## src/rtl/fp_mul_pipe.sv

```systemverilog
// fp_mul_pipe: pipelined floating-point multiplier with valid/ready back-pressure.
// Operand register, then multiply, normalize and round stages; RNE, subnormal inputs flush to zero.
module fp_mul_pipe #(
   parameter int EXP_W = 8,
   parameter int MAN_W = 23
) (
   input  logic                 clk,
   input  logic                 reset,
   input  logic                 in_valid,
   output logic                 in_ready,
   input  logic [EXP_W+MAN_W:0] flp_a,
   input  logic [EXP_W+MAN_W:0] flp_b,
   output logic                 out_valid,
   input  logic                 out_ready,
   output logic [EXP_W+MAN_W:0] result,
   output logic                 overflow,
   output logic                 underflow,
   output logic                 invalid
);
   localparam int W   = 1 + EXP_W + MAN_W;
   localparam int SIG = MAN_W + 1;
   localparam int PW  = 2 * SIG;
   localparam int XW  = EXP_W + 2;
   localparam logic [XW-1:0] BIAS    = XW'((1 << (EXP_W - 1)) - 1);
   localparam logic [XW-1:0] EXP_TOP = XW'((1 << EXP_W) - 1);
   localparam logic [W-1:0]  QNAN    = {1'b0, {EXP_W{1'b1}}, 1'b1, {(MAN_W-1){1'b0}}};

   logic       advance;
   logic [3:0] valid_reg;

   // Every stage freezes together while the output is held by the consumer.
   assign advance   = ~(valid_reg[3] & ~out_ready);
   assign in_ready  = advance;
   assign out_valid = valid_reg[3];

   always_ff @(posedge clk) begin
      if (reset)
         valid_reg <= 4'b0000;
      else if (advance)
         valid_reg <= {valid_reg[2:0], in_valid};
   end

   logic [W-1:0] a_reg, b_reg;

   always_ff @(posedge clk) begin
      if (advance) begin
         a_reg <= flp_a;
         b_reg <= flp_b;
      end
   end

   logic [EXP_W-1:0] ea, eb;
   logic [MAN_W-1:0] fa, fb;
   logic             a_nan, b_nan, a_inf, b_inf, a_zero, b_zero, sign_s1;

   assign ea      = a_reg[W-2 -: EXP_W];
   assign eb      = b_reg[W-2 -: EXP_W];
   assign fa      = a_reg[MAN_W-1:0];
   assign fb      = b_reg[MAN_W-1:0];
   assign a_nan   = (&ea) & (|fa);
   assign b_nan   = (&eb) & (|fb);
   assign a_inf   = (&ea) & ~(|fa);
   assign b_inf   = (&eb) & ~(|fb);
   assign a_zero  = ~(|ea);
   assign b_zero  = ~(|eb);
   assign sign_s1 = a_reg[W-1] ^ b_reg[W-1];

   logic         spec_next, spec_inv_next;
   logic [W-1:0] spec_res_next;

   always_comb begin
      spec_next     = 1'b1;
      spec_inv_next = 1'b0;
      spec_res_next = '0;
      if (a_nan | b_nan) begin
         spec_res_next = QNAN;
      end else if ((a_inf & b_zero) | (b_inf & a_zero)) begin
         spec_res_next = QNAN;
         spec_inv_next = 1'b1;
      end else if (a_inf | b_inf) begin
         spec_res_next = {sign_s1, {EXP_W{1'b1}}, {MAN_W{1'b0}}};
      end else if (a_zero | b_zero) begin
         spec_res_next = {sign_s1, {(W-1){1'b0}}};
      end else begin
         spec_next = 1'b0;
      end
   end

   logic          sign1_reg, spec1_reg, spec_inv1_reg;
   logic [W-1:0]  spec_res1_reg;
   logic [XW-1:0] exp1_reg;
   logic [PW-1:0] prod1_reg;

   // Exponent sum is kept two bits wider so it can go negative or past all-ones.
   always_ff @(posedge clk) begin
      if (advance) begin
         sign1_reg     <= sign_s1;
         spec1_reg     <= spec_next;
         spec_inv1_reg <= spec_inv_next;
         spec_res1_reg <= spec_res_next;
         exp1_reg      <= {2'b00, ea} + {2'b00, eb} - BIAS;
         prod1_reg     <= PW'({1'b1, fa}) * PW'({1'b1, fb});
      end
   end

   logic [PW-2:0] norm_s2;
   logic [XW-1:0] exp_s2;

   // norm_s2 has the hidden one removed; its top MAN_W bits are the fraction.
   assign norm_s2 = prod1_reg[PW-1] ? prod1_reg[PW-2:0] : {prod1_reg[PW-3:0], 1'b0};
   assign exp_s2  = exp1_reg + {{(XW-1){1'b0}}, prod1_reg[PW-1]};

   logic             sign2_reg, spec2_reg, spec_inv2_reg, guard2_reg, sticky2_reg;
   logic [W-1:0]     spec_res2_reg;
   logic [XW-1:0]    exp2_reg;
   logic [MAN_W-1:0] frac2_reg;

   always_ff @(posedge clk) begin
      if (advance) begin
         sign2_reg     <= sign1_reg;
         spec2_reg     <= spec1_reg;
         spec_inv2_reg <= spec_inv1_reg;
         spec_res2_reg <= spec_res1_reg;
         exp2_reg      <= exp_s2;
         frac2_reg     <= norm_s2[PW-2 -: MAN_W];
         guard2_reg    <= norm_s2[MAN_W];
         sticky2_reg   <= |norm_s2[MAN_W-1:0];
      end
   end

   logic           round_up, ovf_s3, unf_s3;
   logic [MAN_W:0] frac_sum;
   logic [XW-1:0]  exp_s3;

   // A carry out of the fraction leaves it all-zero, so only the exponent needs bumping.
   assign round_up = guard2_reg & (sticky2_reg | frac2_reg[0]);
   assign frac_sum = {1'b0, frac2_reg} + {{MAN_W{1'b0}}, round_up};
   assign exp_s3   = exp2_reg + {{(XW-1){1'b0}}, frac_sum[MAN_W]};
   assign ovf_s3   = ~exp_s3[XW-1] & (exp_s3 >= EXP_TOP);
   assign unf_s3   = exp_s3[XW-1] | (exp_s3 == '0);

   always_ff @(posedge clk) begin
      if (reset) begin
         result    <= '0;
         overflow  <= 1'b0;
         underflow <= 1'b0;
         invalid   <= 1'b0;
      end else if (advance) begin
         result    <= '0;
         overflow  <= 1'b0;
         underflow <= 1'b0;
         invalid   <= 1'b0;
         if (valid_reg[2]) begin
            if (spec2_reg) begin
               result  <= spec_res2_reg;
               invalid <= spec_inv2_reg;
            end else if (ovf_s3) begin
               result   <= {sign2_reg, {EXP_W{1'b1}}, {MAN_W{1'b0}}};
               overflow <= 1'b1;
            end else if (unf_s3) begin
               result    <= {sign2_reg, {(W-1){1'b0}}};
               underflow <= 1'b1;
            end else begin
               result <= {sign2_reg, exp_s3[EXP_W-1:0], frac_sum[MAN_W-1:0]};
            end
         end
      end
   end
endmodule

```

## config.mk

```make
export PLATFORM = sky130hd
export DESIGN_NAME = fp_mul_pipe
export DESIGN_NICKNAME = d
export VERILOG_FILES = /design/src/rtl/fp_mul_pipe.sv
export SDC_FILE = /design/constraint.sdc
export NUM_CORES = 2
export LEC_CHECK = 0
export ABC_CLOCK_PERIOD_IN_PS = 14900
export CAP_MARGIN = 25
export CORE_UTILIZATION = 30
export DETAILED_ROUTE_END_ITERATION = 7
export SETUP_SLACK_MARGIN = 0.4
export SLEW_MARGIN = 10
export SYNTH_ARGS = -nofsm -noshare
export SYNTH_HDL_FRONTEND = slang
export SYNTH_SLANG_ARGS = --single-unit
```

## constraint.sdc

```tcl
create_clock -name clk -period 14.9 [get_ports clk]
set_clock_uncertainty 0.05 [all_clocks]
set_input_delay 2.235 -clock clk [delete_from_list [all_inputs] [get_ports clk]]
set_output_delay 2.235 -clock clk [all_outputs]
set_load 0.03 [all_outputs]
```

==> results.ini <==
[synth]
synth_top_area_share_pct=36.3
synth_async_sr_flop_share_pct=0
netlist_area_sq_um=26700
ys_seq_area_share_pct=22.0
synth-edff-count=169
yosysTopAreaCell=fa_1
ys_types=58
synthFlopType=edfxtp_1
synth_top_cells_by_area=fa_1 (36%), edfxtp_1 (19%), ha_1 (9.1%)
synth_nets=3411
netlist_instances=2666
synth_seq_cells=208
yosys_warnings=0
postSynthAreaPerCell_sq_um=10.0

[global_route]
use_met3_pct=3.12
overflow=0
grt.total_usage_pct=16.0
antenna_found_initial=2
grtUsageMet1_pct=21.8
grt_pass1_wl_mm=112
busiest_layer=met2
grt_pass1_vias=19379
grt_max_degree=67
gr-usage-met2_pct=26.1

[floorplanning]
dieArea_sq_um=90000
start_util_pct=30.5
num_io_pins=105
die_y_um=300
core_sq_um=87400
die_w_um=300
rows=108

[routing]
dr.pass1.iters=5
drcViolationCount=0
ant_nets=0
finalWirelength_mm=70.6
vias=18084
vias_per_cell=4.62
wl_per_cell_um=18.0
drt_iter0_markers=960

[critical_path]
worst_ep_required_time_ns=15.18
critical_path_arrival_ns=8.54
critical_path.endpoint_type=flip-flop
criticalPathCategory=flip-flop to flip-flop
crit_path_frequent_cell=fa_1
slowest_stage=edfxtp_1
startpoint_type=flip-flop
crit_fanout=18
cpPeakStageDelay_ns=0.91
path_cells=clkinv_1, nor2_1, fa_1, fa_1, inv_1, fa_1, inv_1, fa_1, fa_1, fa_1, inv_1, fa_1, inv_1, ha_1, inv_1, or4_1, a21oi_2, o41ai_2, o21a_1, o41ai_2, nand3_1, o31ai_1, a21oi_1, xnor2_1

[placed_design]
dp.cells=3864
portBuffers=104
gp_congestion=0.907
dpl.hpwl_mm=53.0

[clocking]
h-tree-depth=1
insertion_delay_ns=0.59
cts_root_buf=clkbuf_16
cts_sinks=208
path_clk_slew_ns=0.06
tritoncts=done
cts_buffers=27
holdBufCountCts=0
post_cts_buffers=0
cts_resized=0
cts.path.max_buffers=3

[cells_and_area]
regArea_sq_um=5860
fill_cells=8794
multiInputGateArea_sq_um=18200
finalNonFillerCells=3918
largest_reg_flops=48
layout.nets=3487
drive_gt1_share_pct=4.89
syn2layout_area_growth_pct=13.0
final_util_pct=34.5
antenna_cells=0

[timing]
rsz0062_at_grt=no
tightest_slew_ns=0.962
fin_setup_tns_ns=0
hold_violations=0
slew_headroom_pct=35.8
finalCritPeriodShare_pct=55.4
layout_min_cycle_time_ns=8.26
setup_viol=0
drv_slew=0
fmax_mhz=121
hold_ws_ns=0.368

[outcome]
status=complete, no violations

[min_path]
min_path_type=flip-flop to flip-flop

[job]
drv_cap=0

==> through the flow <==
stage | setup WS (ns) | instance area, sq um
after global placement | 6.76 | 29100
after floorplan | 6.78 | 26700
final | 6.64 | 30100
after detailed placement | 6.68 | 29100
after CTS | 6.67 | 30000
after global routing | 6.23 | 30100
==> cells in the mapped netlist (34+ instances only) <==
master and n:
nor2_1 70, clkbuf_1 103, xor2_1 34, fa_1 483, xnor2_1 54, a21oi_1 61, nand2_1 343, and2_1 250
dfxtp_1 39, edfxtp_1 169, inv_1 589, ha_1 194, o21ai_0 47
==> metal layers <==
| metal | vias up | routed length, um |
|---|---|---|
| met3 | 85 | 5030 |
| met5 | - | 10 |
| met2 | 552 | 32500 |
| met4 | 2 | 1610 |
| met1 | 9161 | 31400 |
| li1 | 8284 | - |
==> cell families after synthesis <==
| family | after synthesis | synth area share, % |
|---|---|---|
| AO/OA/AOI/OAI | 185 | 4.37 |
| XOR/XNOR | 88 | 2.89 |
| adder cells (fa/ha/maj) | 677 | 45.4 |
| buffers and inverters | 697 | 9.86 |
| flip-flops | 208 | 22.0 |
| multiplexers | 25 | 1.06 |
| AND/OR/NAND/NOR | 786 | 14.5 |
==> critical path, delay by kind of cell, from the launching register on <==
kind,cells,cell delay [ns]
AO/OA/AOI/OAI,6,1.32
XOR/XNOR,1,0.13
adder cells (fa/ha/maj),8,3.74
buffers and inverters,6,0.90
flip-flops,1,0.91
AND/OR/NAND/NOR,3,0.95
==> final timing paths <==
path / start / end / slack [ns] / cells after the start
worst max-delay path: b_reg[8] / prod1_reg[31] / 6.64 / 24
worst min-delay path: spec_res1_reg[29] / spec_res2_reg[30] / 0.37 / 0
worst max register to register: b_reg[8] / prod1_reg[31] / 6.64 / 24
worst min register to register: spec_res1_reg[29] / spec_res2_reg[30] / 0.37 / 0
==> layout make-up <==
type | count | area share [%]
clock buffers | 35 | 2.52
clock inverters | 15 | 0.623
inverters | 592 | 7.40
multi-input cells | 1761 | 60.3
flip-flops and latches | 208 | 19.4
well taps | 1155 | 4.80
repair buffers | 152 | 4.90
==> cells in the final DEF, fill, tap and decap left out, types with 29 or more instances in the layout <==
| cell type | count |
|---|---|
| dfxtp_1 | 39 |
| edfxtp_1 | 169 |
| nor2_1 | 69 |
| nand2_1 | 343 |
| clkbuf_16 | 29 |
| fa_1 | 483 |
| ha_1 | 194 |
| inv_1 | 588 |
| and2_1 | 250 |
| nand3_1 | 29 |
| clkdlybuf4s50_1 | 104 |
| o21ai_0 | 47 |
| buf_4 | 43 |
| xnor2_1 | 54 |
| a21oi_1 | 61 |
| xor2_1 | 34 |
Power is not shown: default switching activity piles up to over one toggle a cycle in this logic, so the estimate is an artifact.
